File: config.mk
export PLATFORM = sky130hd
export DESIGN_NAME = irig_b_frame_ctrl_flat
export DESIGN_NICKNAME = d
export VERILOG_FILES = /design/src/rtl/irig_b_frame_ctrl_if.sv /design/src/rtl/irig_b_frame_ctrl.sv /design/src/flat_wrapper.sv
export SDC_FILE = /design/constraint.sdc
export NUM_CORES = 1
export LEC_CHECK = 0
export BUFFER_PORTS_ARGS = -buffer_cell sky130_fd_sc_hd__buf_2
export CORE_MARGIN = 5
export CORE_UTILIZATION = 50
export CTS_CLUSTER_SIZE = 24
export DETAILED_ROUTE_END_ITERATION = 8
export PLACE_DENSITY = 0.69
export SLEW_MARGIN = 10
export SYNTH_ARGS = -nofsm -noshare
export SYNTH_HDL_FRONTEND = slang
export SYNTH_SLANG_ARGS = --single-unit
export TNS_END_PERCENT = 50
File: constraint.sdc
create_clock -name clk -period 10.5 [get_ports clk]
set_input_delay 1.575 -clock clk [delete_from_list [all_inputs] [get_ports clk]]
set_output_delay 1.575 -clock clk [all_outputs]
set_load 0.02 [all_outputs]
File: src/rtl/irig_b_frame_ctrl_if.sv
// ---------------------------------------------------------------------------
// irig_b_frame_ctrl_if
// Byte-stream bundle between the UART pair and the IRIG-B frame controller.
//
//   rx_data  [7:0]  received symbol byte (UART receiver -> controller)
//   rx_valid        one-cycle strobe qualifying rx_data
//   tx_data  [7:0]  report byte (controller -> UART transmitter)
//   tx_valid        tx_data valid, held until accepted
//   tx_ready        transmitter can take tx_data this cycle
//
// Handshake: the rx side has no back-pressure, so every rx_valid cycle is one
// symbol. The tx side is valid/ready: a byte transfers on a rising clk edge
// where tx_valid & tx_ready are both high; once tx_valid is raised it stays
// high and tx_data stays constant until that transfer happens.
//
// modport master : UART side (drives rx and tx_ready)
// modport slave  : frame controller
// ---------------------------------------------------------------------------
interface irig_b_frame_ctrl_if;
   logic [7:0] rx_data;
   logic       rx_valid;
   logic [7:0] tx_data;
   logic       tx_valid;
   logic       tx_ready;

   modport master (
      output rx_data,
      output rx_valid,
      output tx_ready,
      input  tx_data,
      input  tx_valid
   );

   modport slave (
      input  rx_data,
      input  rx_valid,
      input  tx_ready,
      output tx_data,
      output tx_valid
   );
endinterface

File: src/rtl/irig_b_frame_ctrl.sv
// ---------------------------------------------------------------------------
// irig_b_frame_ctrl
// Locks to an IRIG-B frame delivered as ASCII symbols ('P' marker, '0'/'1'
// data), tracks the symbol index 0..99, decodes the BCD time-of-year at the
// marker on index 49 and optionally emits a 14-byte "DDD HH:MM:SS\r\n"
// report through a valid/ready byte stream.
//
// Ports:
//   clk, rst     clock, asynchronous active-high reset
//   bus          irig_b_frame_ctrl_if.slave (rx symbols in, tx report out)
//   locked       high while the sync FSM is LOCKED
//   sym_err      one-cycle pulse on a framing or symbol error
//   time_valid   one-cycle pulse in the cycle the time fields change
//   sec_bcd, min_bcd, hour_bcd, day_bcd   decoded BCD time fields
//   overrun      sticky: a publish arrived while a report was still going out
//   sync_state   debug view of the sync FSM state (0 HUNT, 1 ARMED, 2 LOCKED)
// Parameter:
//   REPORT_EN    1 = send a report on each publish, 0 = tx_valid never rises
// ---------------------------------------------------------------------------
module irig_b_frame_ctrl #(
   parameter bit REPORT_EN = 1'b1
) (
   input  logic                      clk,
   input  logic                      rst,
   irig_b_frame_ctrl_if.slave        bus,
   output logic                      locked,
   output logic                      sym_err,
   output logic                      time_valid,
   output logic [6:0]                sec_bcd,
   output logic [6:0]                min_bcd,
   output logic [5:0]                hour_bcd,
   output logic [9:0]                day_bcd,
   output logic                      overrun,
   output logic [1:0]                sync_state
);

   typedef enum logic [1:0] {
      S_HUNT   = 2'd0,
      S_ARMED  = 2'd1,
      S_LOCKED = 2'd2
   } sync_state_t;

   sync_state_t state, state_next;
   logic [6:0]  idx, idx_next;
   logic [6:0]  pos;
   logic        is_p, is_bit, is_ign, at_marker;
   logic        err_next, publish, store_bit;
   logic [48:1] frame_bits;
   logic        unused_frame;

   logic [6:0]  pub_sec, pub_min;
   logic [5:0]  pub_hour;
   logic [9:0]  pub_day;

   logic        rpt_start, tx_valid_q, busy;
   logic [3:0]  byte_idx;
   logic [6:0]  snap_sec, snap_min;
   logic [5:0]  snap_hour;
   logic [9:0]  snap_day;
   logic [7:0]  byte_mux;

   function automatic logic marker_pos(input logic [6:0] p);
      case (p)
         7'd9, 7'd19, 7'd29, 7'd39, 7'd49,
         7'd59, 7'd69, 7'd79, 7'd89, 7'd99: return 1'b1;
         default:                           return 1'b0;
      endcase
   endfunction

   function automatic logic [7:0] digit(input logic [3:0] n);
      return 8'h30 + {4'h0, n};
   endfunction

   // idx holds the index of the last accepted symbol; the symbol now arriving
   // sits one position further on.
   assign pos       = idx + 7'd1;
   assign is_p      = (bus.rx_data == 8'h50);
   assign is_bit    = (bus.rx_data == 8'h30) || (bus.rx_data == 8'h31);
   assign is_ign    = (bus.rx_data == 8'h0D) || (bus.rx_data == 8'h0A);
   assign at_marker = marker_pos(pos);

   // Positions such as 5, 14, 18 and 42..48 are kept but never decoded.
   assign unused_frame = ^frame_bits;

   assign pub_sec  = {frame_bits[8], frame_bits[7], frame_bits[6], frame_bits[4:1]};
   assign pub_min  = {frame_bits[17:15], frame_bits[13:10]};
   assign pub_hour = {frame_bits[26:25], frame_bits[23:20]};
   assign pub_day  = {frame_bits[41:40], frame_bits[38:35], frame_bits[33:30]};

   // ------------------------------------------------------------------ sync FSM
   always_comb begin
      state_next = state;
      idx_next   = idx;
      err_next   = 1'b0;
      publish    = 1'b0;
      store_bit  = 1'b0;
      if (bus.rx_valid && !is_ign) begin
         case (state)
            S_HUNT: begin
               if (is_p) state_next = S_ARMED;
            end
            S_ARMED: begin
               if (is_p) begin
                  state_next = S_LOCKED;
                  idx_next   = 7'd0;
               end else begin
                  state_next = S_HUNT;
                  err_next   = !is_bit;
               end
            end
            S_LOCKED: begin
               idx_next = pos;
               if (is_p && at_marker) begin
                  // The frame-end marker re-arms so the following P is index 0.
                  if (pos == 7'd99) state_next = S_ARMED;
                  if (pos == 7'd49) publish = 1'b1;
               end else if (is_bit && !at_marker) begin
                  store_bit = (pos <= 7'd48);
               end else begin
                  err_next   = 1'b1;
                  state_next = is_p ? S_ARMED : S_HUNT;
               end
            end
            default: state_next = S_HUNT;
         endcase
      end
   end

   always_ff @(posedge clk or posedge rst) begin
      if (rst) begin
         state      <= S_HUNT;
         idx        <= 7'd0;
         frame_bits <= '0;
         sym_err    <= 1'b0;
         time_valid <= 1'b0;
         sec_bcd    <= 7'd0;
         min_bcd    <= 7'd0;
         hour_bcd   <= 6'd0;
         day_bcd    <= 10'd0;
      end else begin
         state      <= state_next;
         idx        <= idx_next;
         sym_err    <= err_next;
         time_valid <= publish;
         if (store_bit) frame_bits[pos[5:0]] <= bus.rx_data[0];
         if (publish) begin
            sec_bcd  <= pub_sec;
            min_bcd  <= pub_min;
            hour_bcd <= pub_hour;
            day_bcd  <= pub_day;
         end
      end
   end

   assign locked     = (state == S_LOCKED);
   assign sync_state = state;

   // ---------------------------------------------------------- report sequencer
   // rpt_start delays the first byte by one cycle so tx_valid rises the cycle
   // after time_valid. A report, once started, always runs to byte 13 unless
   // rst intervenes; sync errors do not touch it.
   assign busy = rpt_start | tx_valid_q;

   always_ff @(posedge clk or posedge rst) begin
      if (rst) begin
         rpt_start  <= 1'b0;
         tx_valid_q <= 1'b0;
         byte_idx   <= 4'd0;
         overrun    <= 1'b0;
         snap_sec   <= 7'd0;
         snap_min   <= 7'd0;
         snap_hour  <= 6'd0;
         snap_day   <= 10'd0;
      end else begin
         rpt_start <= 1'b0;
         if (publish && REPORT_EN) begin
            if (busy) begin
               overrun <= 1'b1;
            end else begin
               rpt_start <= 1'b1;
               snap_sec  <= pub_sec;
               snap_min  <= pub_min;
               snap_hour <= pub_hour;
               snap_day  <= pub_day;
            end
         end
         if (rpt_start) begin
            tx_valid_q <= 1'b1;
            byte_idx   <= 4'd0;
         end else if (tx_valid_q && bus.tx_ready) begin
            if (byte_idx == 4'd13) begin
               tx_valid_q <= 1'b0;
               byte_idx   <= 4'd0;
            end else begin
               byte_idx <= byte_idx + 4'd1;
            end
         end
      end
   end

   always_comb begin
      byte_mux = 8'h00;
      case (byte_idx)
         4'd0:    byte_mux = digit({2'b00, snap_day[9:8]});
         4'd1:    byte_mux = digit(snap_day[7:4]);
         4'd2:    byte_mux = digit(snap_day[3:0]);
         4'd3:    byte_mux = 8'h20;
         4'd4:    byte_mux = digit({2'b00, snap_hour[5:4]});
         4'd5:    byte_mux = digit(snap_hour[3:0]);
         4'd6:    byte_mux = 8'h3A;
         4'd7:    byte_mux = digit({1'b0, snap_min[6:4]});
         4'd8:    byte_mux = digit(snap_min[3:0]);
         4'd9:    byte_mux = 8'h3A;
         4'd10:   byte_mux = digit({1'b0, snap_sec[6:4]});
         4'd11:   byte_mux = digit(snap_sec[3:0]);
         4'd12:   byte_mux = 8'h0D;
         4'd13:   byte_mux = 8'h0A;
         default: byte_mux = 8'h00;
      endcase
   end

   assign bus.tx_valid = tx_valid_q;
   assign bus.tx_data  = tx_valid_q ? byte_mux : 8'h00;

endmodule

File: src/flat_wrapper.sv
// flat-port wrapper written by rule: the top's interface ports become plain ports
module irig_b_frame_ctrl_flat 
#(
   parameter bit REPORT_EN = 1'b1
)
  (clk, rst, locked, sym_err, time_valid, sec_bcd, min_bcd, hour_bcd, day_bcd, overrun, sync_state, bus_rx_data, bus_rx_valid, bus_tx_ready, bus_tx_data, bus_tx_valid);
  irig_b_frame_ctrl_if bus_i ();
  input  logic clk;
  input  logic rst;
  output logic locked;
  output logic sym_err;
  output logic time_valid;
  output logic [6:0] sec_bcd;
  output logic [6:0] min_bcd;
  output logic [5:0] hour_bcd;
  output logic [9:0] day_bcd;
  output logic overrun;
  output logic [1:0] sync_state;
  input wire logic [$bits(bus_i.rx_data)-1:0] bus_rx_data;
  input wire logic [$bits(bus_i.rx_valid)-1:0] bus_rx_valid;
  input wire logic [$bits(bus_i.tx_ready)-1:0] bus_tx_ready;
  output wire logic [$bits(bus_i.tx_data)-1:0] bus_tx_data;
  output wire logic [$bits(bus_i.tx_valid)-1:0] bus_tx_valid;
  assign bus_i.rx_data = bus_rx_data;
  assign bus_i.rx_valid = bus_rx_valid;
  assign bus_i.tx_ready = bus_tx_ready;
  assign bus_tx_data = bus_i.tx_data;
  assign bus_tx_valid = bus_i.tx_valid;
  irig_b_frame_ctrl #(.REPORT_EN(REPORT_EN)) u_core (.clk(clk), .rst(rst), .bus(bus_i), .locked(locked), .sym_err(sym_err), .time_valid(time_valid), .sec_bcd(sec_bcd), .min_bcd(min_bcd), .hour_bcd(hour_bcd), .day_bcd(day_bcd), .overrun(overrun), .sync_state(sync_state));
endmodule
* Word-level counts from Yosys, hierarchy flattened
Cells that the tools add are included.
** Storage, ports and cells
- Bits in registers :: 126
- Bits in latches :: 0
- Memory bits (writable) :: 0
- ROM bits :: 0
- Logic and storage cells :: 125
- Memories :: 0
** Cells by class
- Add/sub/neg operators :: 11
- Multiply operators :: 0
- Divide/modulo/power cells :: 0
- Order comparisons :: 3
- Equal/unequal tests :: 34
- Shifts and indexed selects :: 0
- Muxes and demuxes :: 36
- Bitwise gates (word level) :: 2
- Reductions and logical operators :: 22
** Operators with widths (number)
- 8-bit case mux with 13 select lines :: 1
- 48-bit bitwise mux :: 1
- 6-bit by 4-bit adder with 7-bit output (first input constant) :: 5
- 7-bit == test (second input constant) :: 4
- 4-bit == test (second input constant) :: 6
- 7-bit by 6-bit == test with 1-bit output (second input constant) :: 3
- 1-bit 2-to-1 mux :: 20
- 4-bit by 3-bit == test with 1-bit output (second input constant) :: 4
- 8-bit by 4-bit == test with 1-bit output (second input constant) :: 2
- 8-bit by 6-bit == test with 1-bit output (second input constant) :: 2
- 6-bit by 2-bit adder with 7-bit output (first input constant) :: 2
- 6-bit by 3-bit adder with 7-bit output (first input constant) :: 2
- 7-bit by 5-bit == test with 1-bit output (second input constant) :: 2
- 7-bit case mux with 2 select lines :: 1
- 4-bit 2-to-1 mux :: 3
- 2-bit 2-to-1 mux :: 5
- 10-bit OR reduction :: 1
- 4-bit by 2-bit == test with 1-bit output (second input constant) :: 2
- 8-bit by 7-bit == test with 1-bit output (second input constant) :: 1
- 8-bit 2-to-1 mux :: 1
- 7-bit by 1-bit adder with 7-bit output (second input constant) :: 1
- 7-bit by 4-bit == test with 1-bit output (second input constant) :: 1
- 7-bit by 6-bit less-or-equal comparator with 1-bit output (second input constant) :: 1
- 6-bit by 7-bit < comparator with 1-bit output (second input constant) :: 1
- other kinds (24) :: 36

* Logic depth before layout (Yosys ltp)
Gate-level depths: netlist of run 1.
- Word-level depth :: 10
- Gate-level depth with buffers :: 11

* Worst setup path before layout of run 1
No wires, ideal clock.
- Kind :: input to register
- Start point :: input port bus_rx_data[7]
- End point :: register u_core.snap_day[0]
- Data arrival time :: 3416 ps
- Path slack :: 6960 ps
- Stages :: 8
- Cell sequence :: nand2b_1 -> nor4_1 -> and3_1 -> nand2_1 -> nor4_4 -> nor3b_4 -> buf_6 -> mux2_2
** On the way
- Cells in the longest elaborated chain, start to end :: 6
- Elaborated cells on any way between the ends :: 11
- Classes of those cells :: 3 x eq/ne; 3 x mux; 5 x reduce/logical
** Ends and longest elaborated chain
- from (decl) :: line flat_wrapper.sv:19 : input wire logic [$bits(bus_i.rx_data)-1:0] bus_rx_data;
- 8-bit by 7-bit == test with 1-bit output / 8-bit by 4-bit == test with 1-bit output (equally long branches) :: line irig_b_frame_ctrl.sv:77, irig_b_frame_ctrl.sv:79
- 1-bit logical AND / 1-bit logical OR (equally long branches) :: line irig_b_frame_ctrl.sv:113, irig_b_frame_ctrl.sv:79
- 1-bit 2-to-1 mux / 1-bit zero test (equally long branches) :: line irig_b_frame_ctrl.sv:113, irig_b_frame_ctrl.sv:97
- 1-bit 2-to-1 mux / 1-bit logical AND (equally long branches) :: line irig_b_frame_ctrl.sv:98, irig_b_frame_ctrl.sv:97
- 1-bit 2-to-1 mux (*) :: line irig_b_frame_ctrl.sv:97 : if (bus.rx_valid && !is_ign) begin
- 2-bit AND reduction (no source line) (*)
- to (signal assigned) :: line irig_b_frame_ctrl.sv:184 : snap_day <= pub_day;
- to (decl) :: line irig_b_frame_ctrl.sv:59 : logic [9:0] snap_day;
Mark *: on every way between the ends. The rest lies on a longest branch, timed or not.
A chain may end at the register's enable or synchronous reset.

* Worst setup path after layout of run 1
- Start point :: input port bus_rx_data[0]
- End point :: register u_core.frame_bits[17] (netlist bit)
** On the way
- Cells in the longest elaborated chain, start to end :: 7
- Elaborated cells on any way between the ends :: 16
- Classes of those cells :: 5 x eq/ne; 5 x mux; 6 x reduce/logical
** Ends and longest elaborated chain
- 8-bit by 6-bit == test with 1-bit output :: line irig_b_frame_ctrl.sv:78 : assign is_bit = (bus.rx_data == 8'h30) || (bus.rx_data == 8'h31);
- 1-bit logical OR :: line irig_b_frame_ctrl.sv:78
- 1-bit logical AND :: line irig_b_frame_ctrl.sv:117 : end else if (is_bit && !at_marker) begin
- 1-bit 2-to-1 mux :: line irig_b_frame_ctrl.sv:117
- 1-bit 2-to-1 mux :: line irig_b_frame_ctrl.sv:113 : if (is_p && at_marker) begin
- 1-bit 2-to-1 mux :: line irig_b_frame_ctrl.sv:98 : case (state)
- 1-bit 2-to-1 mux :: line irig_b_frame_ctrl.sv:97
- to (signal, indexed assignment) :: line irig_b_frame_ctrl.sv:145 : if (store_bit) frame_bits[pos[5:0]] <= bus.rx_data[0];
- to (decl) :: line irig_b_frame_ctrl.sv:48 : logic [48:1] frame_bits;
Parallel ways exist; a longest one is shown, timed or not.

==> run metrics, run 1 <==
status finished clean; pwr dens around 130 mW/mm^2; final worst path period share 0.3955; fin util 0.5581; CTS Hold Bufs 0; Area Growth Syn to Fin 8.945%; final setup fails 0; maximum vdd drop between 0.07 and 0.08 mV; simple-gate share of the synthesized area 0.1575; post_cts resized 0; Top FF cell, synth dfrtp_1; hold_sp u_core.overrun; TritonCTS clock tree done; Detail Placement HPWL a little over 9000 microns; #FFs+latches synth 108; setup TNS 0 ns; Leak approximately 0.0029 uW; mux cell area share after synthesis 0.1963; post-synthesis sequential area ratio 0.4867; FF-to-FF End u_core.frame_bits[17]; largest family of logic cells by synthesized area multiplexers; Mean Syn Cell Area approximately 11 sq um; post-synthesis cell type count around 60; slew of the pin with the lowest slew margin 1.151 ns; Crit path required time about 11 ns; cell area after synthesis 0.005553 sq mm; Synth Area in Adders 0.01577; nets 564; CP bufs+invs 1; first-pass GRT wire length between 20000 and 25000 microns; reg2reg path depth 8; dominant cells by area after synthesis dfrtp_1 49%, mux2_2 19%, nand2_1 3.3%; design area approximately 0.006 sq mm; clk sinks roughly 110; Setup Skew ~0.017 ns; cell taking the most area after synthesis dfrtp_1; CTS max path bufs 2; non-filler instance count after layout 690; hold endpoint u_core.overrun; area fraction in compound gates after synthesis 0.08607; Final Hold Fails 0; Routed WL roughly 13000 microns; max-slew violations 0; fmax approximately 240 MHz; Final Critical Period roughly 4.2 ns; slowest stage cell, crit path nor4_1; Max Cap Viol 0; Core Rows 38; total track usage 0.2024; gpl congestion around 0.86; Top Family by Delay on Critical Path simple AND/OR/NAND/NOR gates; DR WL/cell between 15 and 20 microns; Yosys warning count 0; GRT overflow 0; worst setup margin roughly 6.3 ns; cell count after synthesis 512; Root Buffer clkbuf_8; Vias 4040; Die Y approximately 120 microns; Post-DP Area a little under 0.006 sq mm; Hold Crit Depth 1; ys async rst share 1.000; # diodes 0; Post-synth EDFFs 0; die width 115.4 microns; initial antenna violation count 0; Detail Route Antenna Nets 0; io pins 57; Max FO, Critical Path 33; crit path DAT about 4.4 ns; R2R setup slack 6.71 ns; most common cell in the netlist dfrtp_1; commonest cells in the synthesized netlist 108 x dfrtp_1, 92 x mux2_2, 49 x nand2_1; largest net degree at the start of global routing between 60 and 70; Starting DRT DRC Count 472; Port Buffers 54; Worst setup EP type flip-flop; Vias/cell slightly below 6; CP Launch Type primary input; RR Startpoint u_core.idx[0]; Worst-Skew Late Latency roughly 0.38 ns; number of H-tree levels 3; clock-pin slew on the worst setup and hold paths roughly 0.11 ns; share of cells above drive strength 1 0.3200; Initial Util 0.5122; vias in the first global route 4031; Num CTS Buffers 9; die area roughly 0.013 sq mm; Cells after DPL about 670; CP cell instances buf_2, o21ai_0, a31oi_1, nand4_1, nor4_1, nand3_1, mux2_2; core area 0.01084 sq mm; Synth Area in XOR/XNOR 0.01262; crit-path max cell delay 0.89 ns; Yosys top cell area share 0.4867; RSZ-0062 raised after global routing false; Slew headroom 0.2272; Setup Crit Path Kind in -> reg; DR pass1 iterations 6; Hold Crit Class reg -> reg; DRC Markers 0; postcts setup bufs 0; pre-CTS WS ~6 ns
## cells in the final DEF (no fill, tap or decap), types with 2 or more instances in the layout
master      n
dfrtp_1   108
mux2_2     92
buf_2      54
nand2_1    49
nand3_1    29
nor2_1     28
o21ai_0    24
nor3_1     13
inv_1      11
a21oi_1    11
clkbuf_8    9
nor2b_1     7
ha_1        7
nor4_1      6
nand2b_1    6
o22ai_1     6
nand3b_1    5
nand4_1     5
a211oi_1    5
xnor2_1     4
xor2_1      4
and3_1      4
a21boi_0    4
buf_4       4
or3_1       3
and2_1      3
and3b_1     3
a22oi_1     3
a31oi_1     2
or2_2       2
a311oi_1    2
o221ai_1    2
mux2i_1     2
conb_1      2
inv_6       2
clkinv_4    2
## registers in the layout (all words and copies together), names as in the netlist
name and cells:
u_core.snap_min 7, u_core.snap_day 10, u_core.snap_sec 7, u_core.day_bcd 10
u_core.overrun 1, u_core.min_bcd 7, u_core.sec_bcd 7, u_core.bus.tx_valid 1
u_core.byte_idx 4, u_core.sym_err 1, u_core.sync_state 2, u_core.hour_bcd 6
u_core.rpt_start 1, u_core.idx 7, u_core.snap_hour 6, u_core.time_valid 1
u_core.frame_bits 30
## final cells by class
type / count / area (sq um)
repair buffers: 58 / 300.3
clock inverters: 7 / 92.59
well taps: 140 / 175.2
inverters: 12 / 47.55
clock buffers: 9 / 123.9
multi-input cells: 356 / 2608
fillers: 949 / 4791
flip-flops and latches: 108 / 2703
## power by group
| part | internal [uW] | switching, uW |
|---|---|---|
| sequential | 421 | 16.3 |
| clock | 117 | 154 |
| combinational | 33.0 | 74.5 |
## metal layers
metal	GRT usage	share of wire
met4	0.05477	0.013
met2	0.3094	0.47
met1	0.2975	0.46
met3	0.03789	0.059
met5	0	0
## metrics by stage
stage | total power, uW | hold slack [ns]
final | 816.0 | 0.4810
after global routing | 856.0 | 0.5067
after CTS | 821.4 | 0.4823
after detailed placement | 551.4 | 0.4508
after global placement | 549.0 | 0.4472
after floorplan | 522.7 | 0.4533
## how the worst max path moves through the flow
stage,start,to,slack (ns),cells past startpoint
2_1_floorplan,rst,u_core.bus.tx_valid,6.08,1
3_3_place_gp,bus_rx_data[0],u_core.frame_bits[16],6.25,7
6_report,bus_rx_data[0],u_core.frame_bits[17],6.35,7
4_1_cts,bus_rx_data[0],u_core.frame_bits[17],6.44,7
5_1_grt,bus_rx_data[0],u_core.frame_bits[17],6.08,7
3_5_place_dp,bus_rx_data[0],u_core.frame_bits[17],6.02,7
## logic make-up after synthesis
kind of cell,Yosys count
xor+xnor,8
compound gates,73
buf+inv,49
mux,96
fa+ha+maj,7
flops,108
simple gates,170
other cells,1
(Power assumes the default switching activity.)
==> run 2, diff against run 1 <==
PLACE_DENSITY = 0.72   (was 0.69)
clock period = 3.54 ns   (was 10.5 ns; I/O delays follow)
==> run metrics, run 2 (same netlist as run 1, synthesis figures left out) <==
status finished clean (unchanged); RSZ-0062 raised after global routing false (unchanged); largest net degree at the start of global routing 109 (was 63); Final Critical Period between 3 and 4 ns; crit path DAT 3.39 ns (was 4.41 ns); CTS max path bufs 2 (unchanged); clock-pin slew on the worst setup and hold paths 0.11 ns (about the same); Crit path required time 3.81 ns (was 10.76 ns); total track usage 0.2025 (was 0.2024); GRT overflow 0 (unchanged); nets 579 (was 564); Worst setup EP type flip-flop (unchanged); die width 115.4 microns (unchanged); vias in the first global route 4132 (was 4031); gpl congestion 0.9122 (was 0.8597); Max FO, Critical Path 11 (was 33); most frequent cells in the layout 108 x dfrtp_1, 92 x mux2_2, 54 x buf_2 (unchanged); first-pass GRT wire length 21200 microns (was 21310 microns); # diodes 0 (unchanged); slew of the pin with the lowest slew margin 0.7608 ns (was 1.151 ns); worst setup margin 0.4182 ns (was 6.347 ns); Port Buffers 54 (unchanged); Initial Util 0.5122 (unchanged); clk sinks 108 (unchanged); non-filler instance count after layout 705 (was 690); DR pass1 iterations 6 (unchanged); Num CTS Buffers 9 (unchanged); die area 0.01331 sq mm (unchanged); Setup Crit Path Kind reg -> reg (was in -> reg); pwr dens 389.6 mW/mm^2 (was 134.9 mW/mm^2); Detail Route Antenna Nets 0 (unchanged); Cells after DPL 689 (was 674); fmax 320.3 MHz; Die Y 115.4 microns (unchanged); final worst path period share 0.8819; register name with the most flops u_core.frame_bits (unchanged); Core Rows 38 (unchanged); number of H-tree levels 3 (unchanged); Leak 0.002999 uW (was 0.002918 uW); Setup Skew 0.01103 ns (was 0.01669 ns); Largest register FFs 30 (unchanged); setup TNS 0 ns (unchanged); max-slew violations 0 (unchanged); initial antenna violation count 0 (unchanged); maximum vdd drop 0.2435 mV (was 0.07751 mV); most common cell after layout, fill and taps aside dfrtp_1 (unchanged); Worst-Skew Late Latency 0.37 ns (was 0.38 ns); largest registers u_core.frame_bits: 30 flops, u_core.day_bcd: 10 flops, u_core.snap_day: 10 flops (unchanged); io pins 57 (unchanged); Vias/cell 5.864 (was 5.855); Vias 4134 (was 4040); Starting DRT DRC Count 456 (was 472); Slew headroom 0.4889 (was 0.2272); CTS Hold Bufs 0 (unchanged); Root Buffer clkbuf_8 (unchanged); post_cts resized 0 (unchanged); DR WL/cell 18.04 microns (was 18.44 microns); Hold Crit Class in -> async (was reg -> reg); pre-CTS WS 0.2240 ns (was 6.019 ns); postcts setup bufs 0 (unchanged); Routed WL 12720 microns (was 12730 microns); CP Launch Type flip-flop (was primary input); share of cells above drive strength 1 0.3363 (was 0.3200); Max Cap Viol 0 (unchanged); Area Growth Syn to Fin 11.18% (was 8.945%); core area 0.01084 sq mm (unchanged); TritonCTS clock tree done (unchanged); Detail Placement HPWL 9242 microns (was 9122 microns); Final Hold Fails 0 (unchanged); DRC Markers 0 (unchanged); final setup fails 0 (unchanged)
==> run 2: through the flow <==
stage / util / area (sq um) / power [uW] / hold WS [ns]
after floorplan: - / 5557 / 1550 / 0.4533
after global placement: 0.5496 / 5958 / 1634 / 0.4431
after detailed placement: 0.5496 / 5958 / 1637 / 0.4866
after CTS: 0.5687 / 6165 / 2418 / 0.3016
after global routing: 0.5695 / 6173 / 2519 / 0.3266
final: 0.5695 / 6173 / 2405 / 0.2724
==> run 2: layer usage <==
layer | vias to the layer above | track usage | share of wire
li1 | 1926 | - | -
met1 | 2053 | 0.2829 | 0.46
met2 | 134 | 0.3275 | 0.47
met3 | 21 | 0.03895 | 0.053
met4 | 0 | 0.05008 | 0.014
met5 | - | 0 | 0
==> run 2: worst max-delay path: stages (launching register included) <==
cell     delay [ns]
dfrtp_1        0.54
ha_1           0.35
nand3_1        0.14
nor2_1         0.13
xnor2_1        0.22
buf_4          0.19
nand4_1        0.19
nor3_1         0.70
nand3_1        0.23
mux2_2         0.33
==> run 2: layout make-up <==
cell class	instances	area (sq um)
inverters	12	47.55
fillers	936	4667
flip-flops and latches	108	2703
repair buffers	73	425.4
clock inverters	6	78.83
multi-input cells	356	2616
clock buffers	10	127.6
well taps	140	175.2
==> run 2: final timing paths <==
| path | start | end | slack, ns | depth (start not counted) |
|---|---|---|---|---|
| worst min register to register | u_core.snap_day[9] | u_core.snap_day[9] | 0.51 | 1 |
| worst min-delay path | rst | u_core.day_bcd[4] | 0.27 | 3 |
| min in group clk | bus_tx_ready | u_core.byte_idx[0] | 0.50 | 4 |
| max in group asynchronous | rst | u_core.snap_min[6] | 2.84 | 3 |
| worst max register to register | u_core.idx[1] | u_core.frame_bits[10] | 0.42 | 9 |
| worst max-delay path | u_core.idx[1] | u_core.frame_bits[10] | 0.42 | 9 |
==> run 2: power by group <==
part / switching, uW / leakage (uW) / total (uW) / internal [uW]
clock network: 440 / 0.000105 / 783 / 343
registers: 21.2 / 0.00150 / 1270 / 1250
logic: 239 / 0.00139 / 351 / 112
total: 700 / 0.00300 / 2410 / 1700
